==> src/rtl/branch_stack_pkg.sv <==
// Shared sizes and helpers for the branch checkpoint stack.
package branch_stack_pkg;

    localparam int unsigned BRANCH_STACK_SZ  = 4;
    localparam int unsigned PHYS_REG_SZ_R10K = 64;
    localparam int unsigned N_RETIRE         = 3;

    // Index width for a table of v entries, never narrower than one bit.
    function automatic int unsigned idx_w(input int unsigned v);
        return (v > 1) ? $clog2(v) : 1;
    endfunction

endpackage

==> src/rtl/branch_stack_br_tag_alloc.sv <==
// Lowest-index free checkpoint finder.
module branch_stack_br_tag_alloc
    import branch_stack_pkg::*;
#(
    parameter  int unsigned DEPTH = BRANCH_STACK_SZ,
    localparam int unsigned TAG_W = idx_w(DEPTH)
) (
    input  logic [DEPTH-1:0] free_i,
    output logic [TAG_W-1:0] tag_o,
    output logic             any_free_o
);

    // Scan from the top down so the lowest free index wins.
    always_comb begin
        tag_o      = '0;
        any_free_o = |free_i;
        for (int i = DEPTH - 1; i >= 0; i--) begin
            if (free_i[i]) begin
                tag_o = TAG_W'(i);
            end
        end
    end

endmodule

==> src/rtl/branch_stack.sv <==
// Branch checkpoint stack: free-list snapshots per in-flight branch,
// kept current with retirement, restored and squashed on mispredict.
module branch_stack
    import branch_stack_pkg::*;
#(
    parameter  int unsigned DEPTH           = BRANCH_STACK_SZ,
    parameter  int unsigned PREGS           = PHYS_REG_SZ_R10K,
    parameter  int unsigned N               = N_RETIRE,
    localparam int unsigned BR_TAG          = idx_w(DEPTH),
    localparam int unsigned PHYS_REG_IDX    = idx_w(PREGS),
    localparam int unsigned NUM_SCALAR_BITS = idx_w(N + 1)
) (
    input  logic                                 clock,
    input  logic                                 reset,
    input  logic                                 dispatch_branch_valid,
    input  logic [PREGS-1:0]                     dispatch_free_list,
    output logic [BR_TAG-1:0]                    branch_tag,
    output logic [DEPTH-1:0]                     branch_mask,
    output logic                                 stack_full,
    input  logic                                 resolve_valid,
    input  logic [BR_TAG-1:0]                    resolve_tag,
    input  logic                                 resolve_mispredict,
    input  logic [N-1:0][PHYS_REG_IDX-1:0]       phys_reg_retiring,
    input  logic [NUM_SCALAR_BITS-1:0]           num_retiring_valid,
    output logic [PREGS-1:0]                     free_list_restore,
    output logic                                 restore_flag,
    output logic [DEPTH-1:0]                     squash_mask
);

    typedef struct packed {
        logic             valid;
        logic [PREGS-1:0] snap;
        logic [DEPTH-1:0] dep;
    } checkpoint_t;

    checkpoint_t [DEPTH-1:0] stack_q, stack_d;

    logic [DEPTH-1:0]  valid_q;
    logic [PREGS-1:0]  retire_vec;
    logic [BR_TAG-1:0] alloc_tag;
    logic              any_free;
    logic              res_hit;
    logic              mispredict;
    logic              correct;
    logic              push_ok;
    logic [DEPTH-1:0]  res_onehot;

    // Flatten registered valid bits.
    always_comb begin
        valid_q = '0;
        for (int e = 0; e < DEPTH; e++) begin
            valid_q[e] = stack_q[e].valid;
        end
    end

    branch_stack_br_tag_alloc #(
        .DEPTH (DEPTH)
    ) u_tag_alloc (
        .free_i     (~valid_q),
        .tag_o      (alloc_tag),
        .any_free_o (any_free)
    );

    // Registers freed this cycle, as a one-hot-per-entry free-list mask.
    always_comb begin
        retire_vec = '0;
        for (int i = 0; i < N; i++) begin
            if (NUM_SCALAR_BITS'(i) < num_retiring_valid) begin
                retire_vec[phys_reg_retiring[i]] = 1'b1;
            end
        end
    end

    // Resolve qualification; resolving an invalid tag is a no-op.
    always_comb begin
        res_hit    = resolve_valid & valid_q[resolve_tag];
        mispredict = res_hit & resolve_mispredict;
        correct    = res_hit & ~resolve_mispredict;
        // A mispredict squashes the dispatching (younger) branch as well.
        push_ok    = dispatch_branch_valid & any_free & ~mispredict;
        res_onehot = '0;
        if (res_hit) begin
            res_onehot[resolve_tag] = 1'b1;
        end
    end

    // Same-cycle restore toward the free list and squash mask.
    always_comb begin
        restore_flag      = mispredict;
        free_list_restore = '0;
        squash_mask       = '0;
        if (mispredict) begin
            free_list_restore = stack_q[resolve_tag].snap | retire_vec;
            for (int e = 0; e < DEPTH; e++) begin
                squash_mask[e] = valid_q[e] &
                                 ((BR_TAG'(e) == resolve_tag) | stack_q[e].dep[resolve_tag]);
            end
        end
    end

    // Next checkpoint state: fold retirement, apply resolve, allocate.
    always_comb begin
        stack_d = stack_q;
        for (int e = 0; e < DEPTH; e++) begin
            if (stack_q[e].valid) begin
                stack_d[e].snap = stack_q[e].snap | retire_vec;
            end
            if (correct) begin
                stack_d[e].dep[resolve_tag] = 1'b0;
                if (BR_TAG'(e) == resolve_tag) begin
                    stack_d[e].valid = 1'b0;
                end
            end
            if (squash_mask[e]) begin
                stack_d[e].valid = 1'b0;
            end
        end
        // alloc_tag is invalid in stack_q, so it never collides with a resolve.
        if (push_ok) begin
            stack_d[alloc_tag].valid = 1'b1;
            stack_d[alloc_tag].snap  = dispatch_free_list | retire_vec;
            stack_d[alloc_tag].dep   = valid_q & ~res_onehot;
        end
    end

    // Checkpoint storage.
    always_ff @(posedge clock or negedge reset) begin
        if (!reset) begin
            stack_q <= '0;
        end else begin
            stack_q <= stack_d;
        end
    end

    // Status derived only from registered valid.
    always_comb begin
        branch_tag  = alloc_tag;
        branch_mask = valid_q;
        stack_full  = &valid_q;
    end

    // Resolve must target a live checkpoint.
    a_resolve_valid_tag: assert property (
        @(posedge clock) disable iff (!reset)
        resolve_valid |-> valid_q[resolve_tag]
    );

    // Dispatch must stall while the stack is full.
    a_no_push_when_full: assert property (
        @(posedge clock) disable iff (!reset)
        dispatch_branch_valid |-> !stack_full
    );

endmodule

==> config.mk <==
export PLATFORM = sky130hd
export DESIGN_NAME = branch_stack
export DESIGN_NICKNAME = d
export VERILOG_FILES = /design/src/rtl/branch_stack_pkg.sv /design/src/rtl/branch_stack_br_tag_alloc.sv /design/src/rtl/branch_stack.sv
export SDC_FILE = /design/constraint.sdc
export NUM_CORES = 1
export LEC_CHECK = 0
export CAP_MARGIN = 0
export CORE_MARGIN = 5
export CORE_UTILIZATION = 58
export CTS_BUF_LIST = sky130_fd_sc_hd__clkbuf_8 sky130_fd_sc_hd__clkbuf_16
export DETAILED_ROUTE_END_ITERATION = 10
export GPL_ROUTABILITY_DRIVEN = 0
export PLACE_DENSITY = 0.89
export SLEW_MARGIN = 5
export SYNTH_ARGS = -nofsm -noshare
export SYNTH_HDL_FRONTEND = slang
export SYNTH_SLANG_ARGS = --single-unit
==> constraint.sdc <==
create_clock -name clock -period 2.7 [get_ports clock]
set_input_delay 0.54 -clock clock [delete_from_list [all_inputs] [get_ports clock]]
set_output_delay 0.54 -clock clock [all_outputs]
set_load 0.01 [all_outputs]
==> results.toml, run 1 <==
[logic_synthesis]
syn_area_sq_mm = 0.0167
synthCells = 1774
syn_avg_cell_area_sq_um = 9.43
syn-num-nets = 1865
synth_top_cell_by_area = "dfrtp_1"
yosys_warnings = 0
ys_types = 57
synth_ff_type = "dfrtp_1"
synth-seq-cells = 272
synth-edff-count = 0
yosysSeqAreaShare_pct = 40.7
yosysTopAreaCellShare_pct = 40.7
yosys-top-cells-area = "dfrtp_1 41%, a22oi_1 11%, mux4_2 8.6%"
ys_async_sr_fraction_pct = 100

[die]
start_util_pct = 58.5
fp.dieW_um = 180
dieHeight_um = 180
placementRows = 62
pin_count = 167

[place]
portBuffers = 166
dp.cells = 2520
hpwl_um = 43800

[global_routing]
grt_max_degree = 81
overflow = 572
grt_usage_pct = 92.2

[timing]
worst_endpoint = "free_list_restore[46]"
endpoint_type = "top-level output"

[status]
outcome = "did not finish"
error = "[ERROR GRT-0232] Routing congestion too high. Check the congestion heatmap in the GUI."
haltStage = "global routing"

[clocking]
cts.path.max_buffers = 3
cts_max_level = 1
cts-root-buf = "clkbuf_16"
numCtsBuffers = 30
clock_sink_count = 272
==> synthesized netlist by cell type (all sizes together), types with 8 or more instances <==
library cell	instances
dfrtp	272
o21ai	263
a22oi	256
nor3	190
nor2	142
a21oi	134
buf	98
clkbuf	98
a31oi	64
mux4	64
o32ai	52
o22ai	13
nand2	11
nand3	9
nand3b	9
nand4bb	9
or3b	8
==> logic make-up after synthesis <==
| family | after synthesis | synth area share (%) |
|---|---|---|
| AOI/OAI and AO/OA | 809 | 31.7 |
| and+or+nand+nor | 420 | 12.9 |
| muxes | 69 | 8.92 |
| buffers and inverters | 204 | 5.82 |
| DFF | 272 | 40.7 |
==> metal layers <==
layer | track usage (%) | overflow
met5 | 69.8 | 7
met3 | 88.7 | 64
met4 | 93.7 | 198
met1 | 90.2 | 62
met2 | 98.5 | 241
==> through the flow <==
step / setup WS (ns) / instance area [sq um]
CTS: -0.0345 / 24600
detailed placement: -0.842 / 21300
global placement: -0.807 / 21300
floorplan: 0.193 / 16700
==> repair_timing <==
action	in CTS
resized for setup	477
hold buffers	1
setup endpoints to repair	71
cloned	14
pin swaps	55
hold endpoints to repair	3
setup buffers	72
==> inputs of run 2 (changes only) <==
Settings changed: CORE_UTILIZATION 58 to 40, CTS_BUF_LIST sky130_fd_sc_hd__clkbuf_8 sky130_fd_sc_hd__clkbuf_16 to default, PLACE_DENSITY 0.89 to default, PLACE_DENSITY_LB_ADDON from default to 0.15.
==> run 2 against run 1 <==
  * The run now ends clean
  * Synthesized cell count did not move
  * Synthesized area did not move
==> results.toml, run 2 <==
[status]
outcome = "completed"

[drt]
routed_via_density = 6.63
drc = 0
drt_iter0_markers = 2572
vias = 19063
postRouteAntennaNets = 0
drt_pass1_iterations = 6
detail_route.wl_per_cell_um = 26.8
routed_wl_um = 77200

[global_routing]
grt_pass1_vias = 19426
overflow = 0
grt_pass1_wl_um = 117000
grt_max_degree = 93
busiest_layer = "met2"
use_met3_pct = 6.16
met1_usage_pct = 43.9
met2_usage_pct = 49.5
grt_usage_pct = 32.0
antenna_found_initial = 3

[place]
portBuffers = 166
hpwl_um = 46900
dp.cells = 2745

[logic_synthesis]
synth_common_cells = "272 x dfrtp_1, 256 x o21ai_0, 239 x a22oi_1"
ys_types = 57
syn_avg_cell_area_sq_um = 9.43
synth_top_cell_by_area = "dfrtp_1"
yosys_warnings = 0
syn-num-nets = 1865
yosysTopAreaCellShare_pct = 40.7
synth_ff_type = "dfrtp_1"
yosysSeqAreaShare_pct = 40.7
synth-seq-cells = 272
synth-edff-count = 0
synthCells = 1774
ys_async_sr_fraction_pct = 100
syn_area_sq_mm = 0.0167
post-synth-top-count-cell = "dfrtp_1"
yosys-top-cells-area = "dfrtp_1 41%, a22oi_1 11%, mux4_2 8.6%"

[die]
dieHeight_um = 215
core_sq_mm = 0.0417
placementRows = 75
fp.dieW_um = 215
die-area_sq_mm = 0.0460
start_util_pct = 40.2
pin_count = 167

[setup_path]
critPathMaxFanout = 8
worstSetupEndpointType = "primary output"
slowest_stage = "or4b_4"
worstSetupStartpoint = "phys_reg_retiring[9]"
rrSetupSlack_ns = 0.28
critPathCapture = "free_list_restore[6]"
ff2ff_path_depth = 8
cp_data_arrival_time_ns = 2.16
startpoint_type = "input port"
cp.required_ns = 2.16
r2r-end = "stack_q[170]"
path_delay_family = "simple AND/OR/NAND/NOR gates"
crit_chain = "clkdlybuf4s15_1 > or4b_4 > buf_12 > o32ai_4 > nor3_2 > nor2_1 > clkdlybuf4s15_2"
path_depth = 7
crit_buf_inv = 3
worstSetupPathType = "input port to primary output"
worstReg2RegStart = "branch_mask[2]"
cpPeakStageDelay_ns = 0.59

[clocking]
cts_tree = "yes"
cts_hold_buffers = 0
insertion_delay_ns = 0.53
numCtsBuffers = 35
cts-root-buf = "clkbuf_16"
cts_max_level = 2
cts.path.max_buffers = 3
path_clk_slew_ns = 0.05
clock_sink_count = 272

[timing]
worstMarginPinSlew_ns = 1.07
finalCritPeriodShare_pct = 100
whs_ns = 0.0142
max_slew_margin_pct = 28.7
rsz0062_at_grt = "true"
fmaxAchievable_mhz = 370
skew_ns = 0.0136
period_minus_slack_ns = 2.70
hold_viol_final = 0
slew_violations = 0
setup_viol = 0

[job]
max-cap-violations = 0

[final_layout]
fillers = 3420
fin_nets = 2402
final_common_cell = "buf_4"
multi_input_area_sq_mm = 0.0107
final_cell_mix = "438 x buf_4, 268 x dfrtp_1, 255 x o21ai_0, 239 x a22oi_1, 134 x a21oi_1"
seq_area_sq_mm = 0.00681
final_cell_count_no_fill = 2877
areaGrowthSynthToFinish_pct = 52.3
largest_register = "stack_q"
largest_reg_flops = 268
layout-drive-gt1-share_pct = 41.1

[power_and_ir_drop]
swShare_pct = 39.5
powerDensity_mw_per_mm2 = 847
p_comb_share_pct = 45.0
peakVddDrop_mv = 0.928
p_int_uw = 13100
p_clk_share_pct = 21.6
pwr-share-seq_pct = 33.4
leakagePower_uw = 0.0100
switchingPower_uw = 8510

[worst_hold_path]
hp-class = "input port to async pin"
-- run 2: cell counts after synthesis --
Identical to the previous run, type by type.
-- run 2: final cells by class --
type / instances / share of cell area, %
Clock inverter: 4 / 0.187
Timing Repair Buffer: 697 / 24.3
Multi-Input combinational cell: 1298 / 41.8
Inverter: 7 / 0.103
Tap cell: 539 / 2.65
Antenna cell: 2 / 0.0196
Clock buffer: 58 / 4.22
Sequential cell: 272 / 26.7
-- run 2: logic make-up (layout without fill, tap and decap cells) --
family	after synthesis	after routing	share of synthesized area, %
other cells	0	2	0
simple gates	420	420	12.9
compound gates	809	809	31.7
mux	69	69	8.92
buf+inv	204	766	5.82
flops	272	272	40.7
-- run 2: stage by stage --
stage | util [%] | power [uW] | worst slack [ns] | area (sq um) | setup TNS [ns]
after floorplan | - | 12400 | 0.193 | 16700 | 0
after global placement | 53.1 | 15900 | -1.01 | 22100 | -58.06
after detailed placement | 53.1 | 16100 | -0.954 | 22100 | -63.08
after CTS | 60.4 | 21200 | -0.0987 | 25200 | -0.228
after global routing | 61.2 | 22500 | -0.0449 | 25500 | -0.0812
final | 61.2 | 21600 | 0.000422 | 25500 | 0
-- run 2: how the worst min path moves through the flow --
stage	from	to	slack [ns]	cells after the start
6_report	reset	stack_q[154]	0.01	1
5_1_grt	reset	stack_q[154]	0.07	1
4_1_cts	reset	stack_q[85]	0.04	1
3_5_place_dp	stack_q[69]	stack_q[69]	0.48	1
3_3_place_gp	stack_q[207]	stack_q[207]	0.47	1
2_1_floorplan	reset	branch_mask[0]	0.24	0
-- run 2: what timing repair did --
item                                    4_1_cts  5_1_grt
gates resized for setup                     543      108
endpoints found under the setup margin       71       65
pin swaps                                    83       49
gates cloned                                  3        2
setup buffers                                56       20
-- run 2: power by group through the flow --
stage	clock network [uW]	registers [uW]	logic (uW)
after floorplan	0	6780	5650
after detailed placement	0	7130	8960
after CTS	4700	7110	9350
final	4660	7200	9720
after global routing	4870	7370	10300
after global placement	0	7060	8790
-- run 2: routing by layer --
layer	wire length [um]	share of wire (%)
met5	13	0.017
met3	7580	9.8
met1	30400	39
met2	35100	46
met4	4090	5.3
Power figures use the tool's default switching activity.
